--- config.mk ---
export PLATFORM = sky130hd
export DESIGN_NAME = rr_decoder_arbiter
export DESIGN_NICKNAME = d
export VERILOG_FILES = /design/src/rtl/rr_decoder_arbiter.sv
export SDC_FILE = /design/constraint.sdc
export NUM_CORES = 1
export LEC_CHECK = 0
export BUFFER_PORTS_ARGS = -buffer_cell sky130_fd_sc_hd__buf_2
export CAP_MARGIN = 25
export CELL_PAD_IN_SITES_DETAIL_PLACEMENT = 2
export CELL_PAD_IN_SITES_GLOBAL_PLACEMENT = 2
export CORE_MARGIN = 2
export CORE_UTILIZATION = 34
export CTS_CLUSTER_DIAMETER = 60
export DETAILED_ROUTE_END_ITERATION = 16
export GPL_TIMING_DRIVEN = 1
export PLACE_DENSITY = 0.85
export SETUP_SLACK_MARGIN = 0.05
export SLEW_MARGIN = 20
export SYNTH_ARGS = -nofsm -noshare
export SYNTH_HDL_FRONTEND = slang
export SYNTH_SLANG_ARGS = --single-unit
--- constraint.sdc ---
create_clock -name clk -period 3.4 [get_ports clk]
set_clock_uncertainty 0.15 [all_clocks]
set_input_delay 0.34 -clock clk [delete_from_list [all_inputs] [get_ports clk]]
set_output_delay 0.34 -clock clk [all_outputs]
set_load 0.03 [all_outputs]
--- src/rtl/rr_decoder_arbiter.sv ---
// rr_decoder_arbiter: round-robin arbiter that shares one 3-to-8 decoder among
// eight requesters. It drives the decoder select/enable and a matching one-hot
// grant vector. Every grant is followed by one GAP cycle with the enable low,
// which gives the decoder break-before-make.
//
// Optional feature: define ARB_LOCK_EN to add the `lock` input. While lock is
// high, the holder is not preempted by HOLD_MAX.
//
// Handshake: req[i] is a level request, and it is never latched. A requester is
// served when its bit is high during the IDLE scan. It keeps the decoder for as
// long as its bit stays high, until HOLD_MAX expires (unless it is locked).
// It gives up the grant by dropping its bit.
module rr_decoder_arbiter #(
    parameter int HOLD_MAX = 16
) (
    input  logic       clk,
    input  logic       rst_n,
    input  logic [7:0] req,
`ifdef ARB_LOCK_EN
    input  logic       lock,
`endif
    output logic [2:0] sel,
    output logic       en,
    output logic [7:0] grant,
    output logic       busy,
    output logic [1:0] dbg_state
);

    // Hold counter width is clog2(HOLD_MAX+1), with a minimum of one bit.
    localparam int HW = (HOLD_MAX < 1) ? 1 : $clog2(HOLD_MAX + 1);
    // The counter stops at HOLD_MAX. With HOLD_MAX = 0 it stops at all-ones instead.
    localparam logic [HW-1:0] HCNT_SAT = (HOLD_MAX == 0) ? {HW{1'b1}} : HW'(HOLD_MAX);

    typedef enum logic [1:0] {
        IDLE  = 2'd0,
        GRANT = 2'd1,
        GAP   = 2'd2
    } state_t;

    state_t        state;
    logic [2:0]    last;
    logic [HW-1:0] hcnt;

    logic          lock_act;
    logic          expired;
    logic          win_found;
    logic [2:0]    win_idx;
    logic [2:0]    cand;

`ifdef ARB_LOCK_EN
    assign lock_act = lock;
`else
    assign lock_act = 1'b0;
`endif

    assign dbg_state = state;

    // A grant expires once HOLD_MAX is reached, unless the holder has it locked.
    assign expired = (HOLD_MAX != 0) && (hcnt == HCNT_SAT) && !lock_act;

    // Round-robin scan: look at last+1 first and wrap modulo 8, so the last holder comes last.
    always_comb begin
        win_found = 1'b0;
        win_idx   = 3'd0;
        cand      = 3'd0;
        for (int k = 1; k <= 8; k++) begin
            cand = last + 3'(k);
            if (!win_found && req[cand]) begin
                win_found = 1'b1;
                win_idx   = cand;
            end
        end
    end

    // Arbitration FSM. All outputs are registered here, and reset overrides every other condition.
    always_ff @(posedge clk) begin
        if (!rst_n) begin
            state <= IDLE;
            sel   <= 3'd0;
            en    <= 1'b0;
            grant <= 8'd0;
            busy  <= 1'b0;
            last  <= 3'd7;
            hcnt  <= '0;
        end else begin
            case (state)
                IDLE: begin
                    if (win_found) begin
                        state <= GRANT;
                        sel   <= win_idx;
                        en    <= 1'b1;
                        grant <= 8'd1 << win_idx;
                        busy  <= 1'b1;
                        hcnt  <= HW'(1);
                    end else begin
                        en    <= 1'b0;
                        grant <= 8'd0;
                        busy  <= 1'b0;
                    end
                end
                GRANT: begin
                    if (!req[sel] || expired) begin
                        state <= GAP;
                        en    <= 1'b0;
                        grant <= 8'd0;
                        last  <= sel;
                    end else if (hcnt != HCNT_SAT) begin
                        hcnt <= hcnt + HW'(1);
                    end
                end
                GAP: begin
                    state <= IDLE;
                    busy  <= 1'b0;
                end
                default: begin
                    state <= IDLE;
                    en    <= 1'b0;
                    grant <= 8'd0;
                    busy  <= 1'b0;
                end
            endcase
        end
    end

endmodule

==> results.toml, run 1 <==
[outcome]
status = "finished, final reports clean"

[routing]
dr.first_iter.drc_count = 116
routed_wirelength_mm = 7.737
viasPerCell = 6.224
wire_per_inst_um = 22.49
drt_first_pass_iters = 4
ant_nets = 0
route.vias.total = 2141
remaining_drc_errors = 0

[power]
clock_power_share_pct = 7.6
cellPowerDensity_nw_per_um2 = 900.7
cellLeakagePower_nw = 1.053
power.share.sequential_pct = 18.5
switching_share_pct = 51.85
share_comb_of_total_power_pct = 73.9
internal-power_w = 0.001121
switching_power_summed_over_all_nets_w = 0.001207
peakVddDrop_mv = 0.1747

[yosys]
synth_enable_flop_cells = 0
netlist_instances = 244
synth_seq_cells = 23
synth-seq-area-share_pct = 19.66
syn-num-nets = 258
synth.top_cells.by_area = "dfxtp_1 (20%), mux4_1 (11%), mux4_2 (6.7%)"
synth.avg_cell_area_um2 = 9.599
yosys_warnings = 0
synthDistinctLibCells = 69
synth.largest_area_cell = "dfxtp_1"
synth_top_area_share_pct = 19.66
synthFlopType = "dfxtp_1"
ys_async_sr_fraction_pct = 0
synth.cell_area_um2 = 2342

[min_path]
min_path_cells = 2
worstHoldStart = "rst_n"
worstHoldPathType = "primary input to register"
worstHoldEndpoint = "last[2]"

[timing]
timing.final.hold_violations = 0
setup_viol = 0
fmax_mhz = 302.5
timing_worst_slew_pin_value_ns = 0.6546
finalMaxSlewViolations = 0
fin_crit_sh_pct = 97.23
worst_hold_margin_ns = 0.1843
timing.slew.headroom_pct = 55.90
finalCriticalPeriod_ns = 3.306
unrepaired_setup_endpoints_after_global_routing = "true"
timing.final.ws_setup_ns = 0.09430
totalNegativeSetupSlack_ns = 0

[final_layout]
final_core_util_pct = 38.47
final_cell_mix = "nand2_1 (24), buf_2 (24), dfxtp_1 (23), nor2_1 (17), mux2i_1 (13)"
diodes = 0
areaGrowthSynthToFinish_pct = 10.36
final_instance_area_um2 = 2585
layout.area.seq_um2 = 460.4
fill_cell_count = 729
drive_above_1_share_pct = 30.68
final_net_count = 279
multiInputGateArea_um2 = 1730

[clocking]
cts_tree = "built"
cts_htree_levels = 1
clockRootBuffer = "clkbuf_8"
clkLatencyLatePin_ns = 0.27
cts_hold_buf = 0
numCtsBuffers = 3
cts_max_path_buffers = 2
cts.sink_count = 23
clkSlewWorstSetupHoldPaths_ns = 0.09

[die]
core_um2 = 6719
die_x_um = 87
floorplan.initialDensity_pct = 34.86
fp.dieArea_um2 = 7569
dieHeight_um = 87
std_cell_rows = 30
pin_count = 25

[placed_design]
portBuffers = 24
gp_routability_congestion = 0.8607
detailed_place_hpwl_mm = 5.605
postPlaceCellArea_um2 = 2472
dpl_worst_slack_ns = 0.03881

[global_route]
grt.total_usage_pct = 20.78
grt_start_max_net_pins = 25
grt_pass1_vias = 2235
grt_first_pass_wirelength_mm = 12.33
number_of_antenna_violations_at_the_first_check_in_global_routing = 0
grt-ovfl-total = 0

[critical_path]
regToRegSetupSlack_ns = 0.09
r2r-end = "grant[7]"
worstPathMaxFanout = 8
timing.critical_path.arrival_ns = 3.32
kind_of_start_point_of_the_critical_path = "register"
worstReg2RegStart = "last[0]"
capturing_element_type_of_the_critical_path = "register"
worst_r2r_path_depth = 9
worstPathRequired_ns = 3.41
path_class = "register to register"

[job]
drv_cap = 0
cell families after synthesis:
kind of cell	count (synthesis)	synth area share [%]
compound gates	58	21.53
xor+xnor	8	2.992
fa+ha+maj	4	2.137
buf+inv	29	8.172
flops	23	19.66
mux	37	26.87
simple gates	85	18.64
stage by stage:
step	std cells	total power [W]
after floorplan	244	0.001656
final	344	0.002328
after detailed placement	337	0.002024
after CTS	341	0.002226
after global routing	344	0.002490
after global placement	337	0.001954
worst max-delay path by stage:
stage	cells past startpoint	from	to	slack (ns)
after floorplan	11	last[1]	grant[3]	0.15
after CTS	9	last[0]	grant[1]	0.06
after detailed placement	9	last[0]	grant[1]	0.04
after global routing	9	last[0]	grant[1]	-0.02
final	9	last[0]	grant[7]	0.09
after global placement	10	last[0]	grant[1]	0.18
Yosys cell counts, types with 2 or more instances:
| cell | number |
|---|---|
| mux2i_1 | 13 |
| nor3_1 | 8 |
| nand3_1 | 6 |
| o31ai_1 | 4 |
| o211ai_1 | 2 |
| a221oi_1 | 2 |
| inv_1 | 8 |
| ha_1 | 4 |
| a211oi_1 | 4 |
| a22o_1 | 2 |
| o21ai_0 | 6 |
| a32o_1 | 4 |
| xor2_1 | 2 |
| and2_1 | 2 |
| nor2b_1 | 3 |
| a21oi_1 | 7 |
| nand2_1 | 24 |
| buf_6 | 3 |
| nand2b_1 | 7 |
| clkbuf_1 | 7 |
| nor2_1 | 18 |
| xnor2_1 | 6 |
| clkbuf_8 | 4 |
| dfxtp_1 | 23 |
| o22ai_1 | 5 |
| mux2_2 | 7 |
| clkbuf_4 | 2 |
| mux4_2 | 7 |
| or2_2 | 5 |
| mux4_1 | 10 |
critical path, cell delays in order, from the launching register on:
cell	delay, ns
dfxtp_1	0.39
inv_2	0.08
ha_4	0.33
mux2i_1	0.16
mux4_2	0.55
a22o_1	0.32
a31o_1	0.26
a2111o_1	0.45
o21a_1	0.26
a32o_1	0.25
sequential cells by signal, summed over array words and instances, names as in the netlist:
register	cells
hcnt	5
en	1
busy	1
grant	8
dbg_state	2
last	3
sel	3
metal layers:
| metal | share of wire [%] | routed length [um] | vias to the layer above | global-route usage [%] |
|---|---|---|---|---|
| met5 | 0 | 0 | - | 0 |
| met2 | 51 | 3922 | 50 | 34.49 |
| met3 | 3.4 | 261 | 12 | 2.559 |
| met1 | 44 | 3420 | 1109 | 28.51 |
| li1 | - | - | 970 | - |
| met4 | 1.7 | 132 | 0 | 5.398 |
timing repair:
action | in CTS | in global routing
setup endpoints to repair | 10 | 14
hold endpoints to repair | 0 | 0
gates resized for setup | 2 | 9
pin swaps | 0 | 2
buffers inserted | 0 | 3
power by group through the flow:
| stage | combinational, W | sequential (W) | clock [W] |
|---|---|---|---|
| final | 0.00172 | 0.000431 | 0.000177 |
| after global routing | 0.00185 | 0.000445 | 0.000193 |
| after CTS | 0.00161 | 0.000432 | 0.000180 |
| after detailed placement | 0.00159 | 0.000436 | 0 |
| after global placement | 0.00152 | 0.000432 | 0 |
| after floorplan | 0.00114 | 0.000518 | 0 |
area by class of cell:
class / count / area share, %
inverter: 9 / 1.307
tap: 80 / 3.872
clock inverter: 1 / 0.1936
timing repair buffer: 36 / 8.277
multi-input combinational: 192 / 66.94
clock buffer: 3 / 1.597
sequential: 23 / 17.81
No activity file was read; power rests on OpenSTA's default activity.
==> inputs of run 2 (changes only) <==
--- a/config.mk
+++ b/config.mk
@@ -15,6 +15,7 @@
 export DETAILED_ROUTE_END_ITERATION = 16
 export GPL_TIMING_DRIVEN = 1
 export PLACE_DENSITY = 0.85
+export RECOVER_POWER = 100
 export SETUP_SLACK_MARGIN = 0.05
 export SLEW_MARGIN = 20
 export SYNTH_ARGS = -nofsm -noshare
==> run 2 against run 1 <==
Compared with the run above:
- maximum frequency fell by 0.24%
- first-iteration DRC count fell by 1.7%
- sequential power barely moved
- sequential cell count did not move
- via count fell by 0.33%
- hold slack barely moved
- critical path depth did not move
- global-route usage did not move
- cell count did not move
- sequential share of layout area rose by 0.26 points
- routed wire length rose by 0.13%
- critical endpoint unchanged
- largest power group unchanged
==> results.toml, run 2 (synthesis results as in run 1) <==
[die]
die_x_um = 87
std_cell_rows = 30
dieHeight_um = 87
pin_count = 25
fp.dieArea_um2 = 7569
core_um2 = 6719
floorplan.initialDensity_pct = 34.86

[timing]
timing.final.hold_violations = 0
timing.slew.headroom_pct = 64.22
timing.final.ws_setup_ns = 0.08651
fin_crit_sh_pct = 97.46
unrepaired_setup_endpoints_after_global_routing = "true"
finalMaxSlewViolations = 0
finalCriticalPeriod_ns = 3.313
worst_hold_margin_ns = 0.1839
timing_worst_slew_pin_value_ns = 0.5335
fmax_mhz = 301.8
setup_viol = 0

[final_layout]
mostFrequentLayoutCell = "nand2_1"
drive_above_1_share_pct = 23.86
reg_top3 = "grant x8, hcnt x5"
final_net_count = 279
areaGrowthSynthToFinish_pct = 8.761
largest_register_ffs = 8
final_cell_mix = "nand2_1 (25), dfxtp_1 (23), nor2_1 (17), clkbuf_1 (15), mux2i_1 (13)"
diodes = 0
max_flop_register = "grant"

[global_route]
grt_start_max_net_pins = 25
number_of_antenna_violations_at_the_first_check_in_global_routing = 0
grt.total_usage_pct = 20.78
grt_first_pass_wirelength_mm = 12.33
grt_pass1_vias = 2235
grt-ovfl-total = 0

[power]
totalPowerFinal_w = 0.002292
cellLeakagePower_nw = 0.9891
cellPowerDensity_nw_per_um2 = 899.8
peakVddDrop_mv = 0.1697

[routing]
dr.first_iter.drc_count = 114
wire_per_inst_um = 22.52
routed_wirelength_mm = 7.747
drt_first_pass_iters = 4
ant_nets = 0
route.vias.total = 2134
remaining_drc_errors = 0
viasPerCell = 6.203

[critical_path]
timing.critical_path.from = "last[0]"
path_buf_inv = 1
worstPathCellList = "inv_2, ha_4, mux2i_1, mux4_2, a22o_1, a31o_1, a2111o_1, o21a_1, a32o_1"
timing.critical_path.arrival_ns = 3.33
crit_path_max_incr_delay_ns = 0.57
kind_of_start_point_of_the_critical_path = "register"
path_class = "register to register"
capturing_element_type_of_the_critical_path = "register"
timing.critical_path.max_delay_family = "compound AO/OA/AOI/OAI gates"
worstPathMaxFanout = 8
worst_path_max_delay_cell = "mux4_2"
worstPathRequired_ns = 3.41
worstReg2RegStart = "last[0]"

[clocking]
clkLatencyLatePin_ns = 0.27
cts_max_path_buffers = 2
cts_tree = "built"
cts_htree_levels = 1
clockRootBuffer = "clkbuf_8"
numCtsBuffers = 3
cts.sink_count = 23
clkSlewWorstSetupHoldPaths_ns = 0.09
cts_hold_buf = 0

[min_path]
worstHoldStart = "rst_n"
worstHoldPathType = "primary input to register"

[job]
drv_cap = 0

[outcome]
status = "finished, final reports clean"

[placed_design]
portBuffers = 24
detailed_place_hpwl_mm = 5.605
gp_routability_congestion = 0.8607
dpl_worst_slack_ns = 0.03881
==> run 2: cell types whose count changed in the layout (fill, tap and decap cells not counted), sizes merged <==
cell	previous run	this run
buf	36	20
clkbuf	3	19
==> run 2: through the flow <==
| stage | area (um^2) | setup TNS (ns) | utilization [%] | instances |
|---|---|---|---|---|
| 2_1_floorplan | 2342 | 0 | - | 244 |
| 3_3_place_gp | 2472 | 0 | 36.80 | 337 |
| 3_5_place_dp | 2472 | 0 | 36.80 | 337 |
| 4_1_cts | 2527 | 0 | 37.62 | 341 |
| 5_1_grt | 2547 | -0.06449 | 37.91 | 344 |
| 6_report | 2547 | 0 | 37.91 | 344 |
==> run 2: where the power goes <==
part           switching [W]  internal [W]  total, W
sequential         0.0000881      0.000345  0.000433
combinational        0.00101      0.000670   0.00168
clock              0.0000949     0.0000820  0.000177
total                0.00119       0.00110   0.00229
==> run 2: path summary, 6_finish.rpt <==
check                           slack [ns]       end  depth (start not counted)
worst min register to register        0.31  grant[6]                          2
worst max-delay path                  0.09  grant[7]                          9
worst max register to register        0.09  grant[7]                          9
worst min-delay path                  0.18   last[2]                          2
==> run 2: final cells by class <==
class | count | area (um^2)
inverters | 9 | 33.78
fillers | 742 | 4172
flip-flops and latches | 23 | 460.4
clock inverters | 1 | 5.005
clock buffers | 3 | 41.29
repair buffers | 36 | 192.7
multi-input cells | 192 | 1714
well taps | 80 | 100.1
==> run 2: what timing repair did <==
action                     CTS  global route
setup buffers                0             3
pin swaps                    0             2
setup endpoints to repair   10            14
gates resized for setup      2             9
==> run 2: metal layers <==
metal	GRT usage, %	share of wire [%]	vias to the layer above
met3	2.559	4.4	10
met1	28.51	43	1093
met5	0	0	-
li1	-	-	972
met4	5.398	1.5	0
met2	34.49	51	59
==> run 2: worst reg2reg max path, delay by kind of cell (launching register included) <==
kind            cells  cell delay (ns)
compound gates      5             1.54
fa+ha+maj           1             0.34
buf+inv             1             0.08
flops               1             0.39
mux                 2             0.72
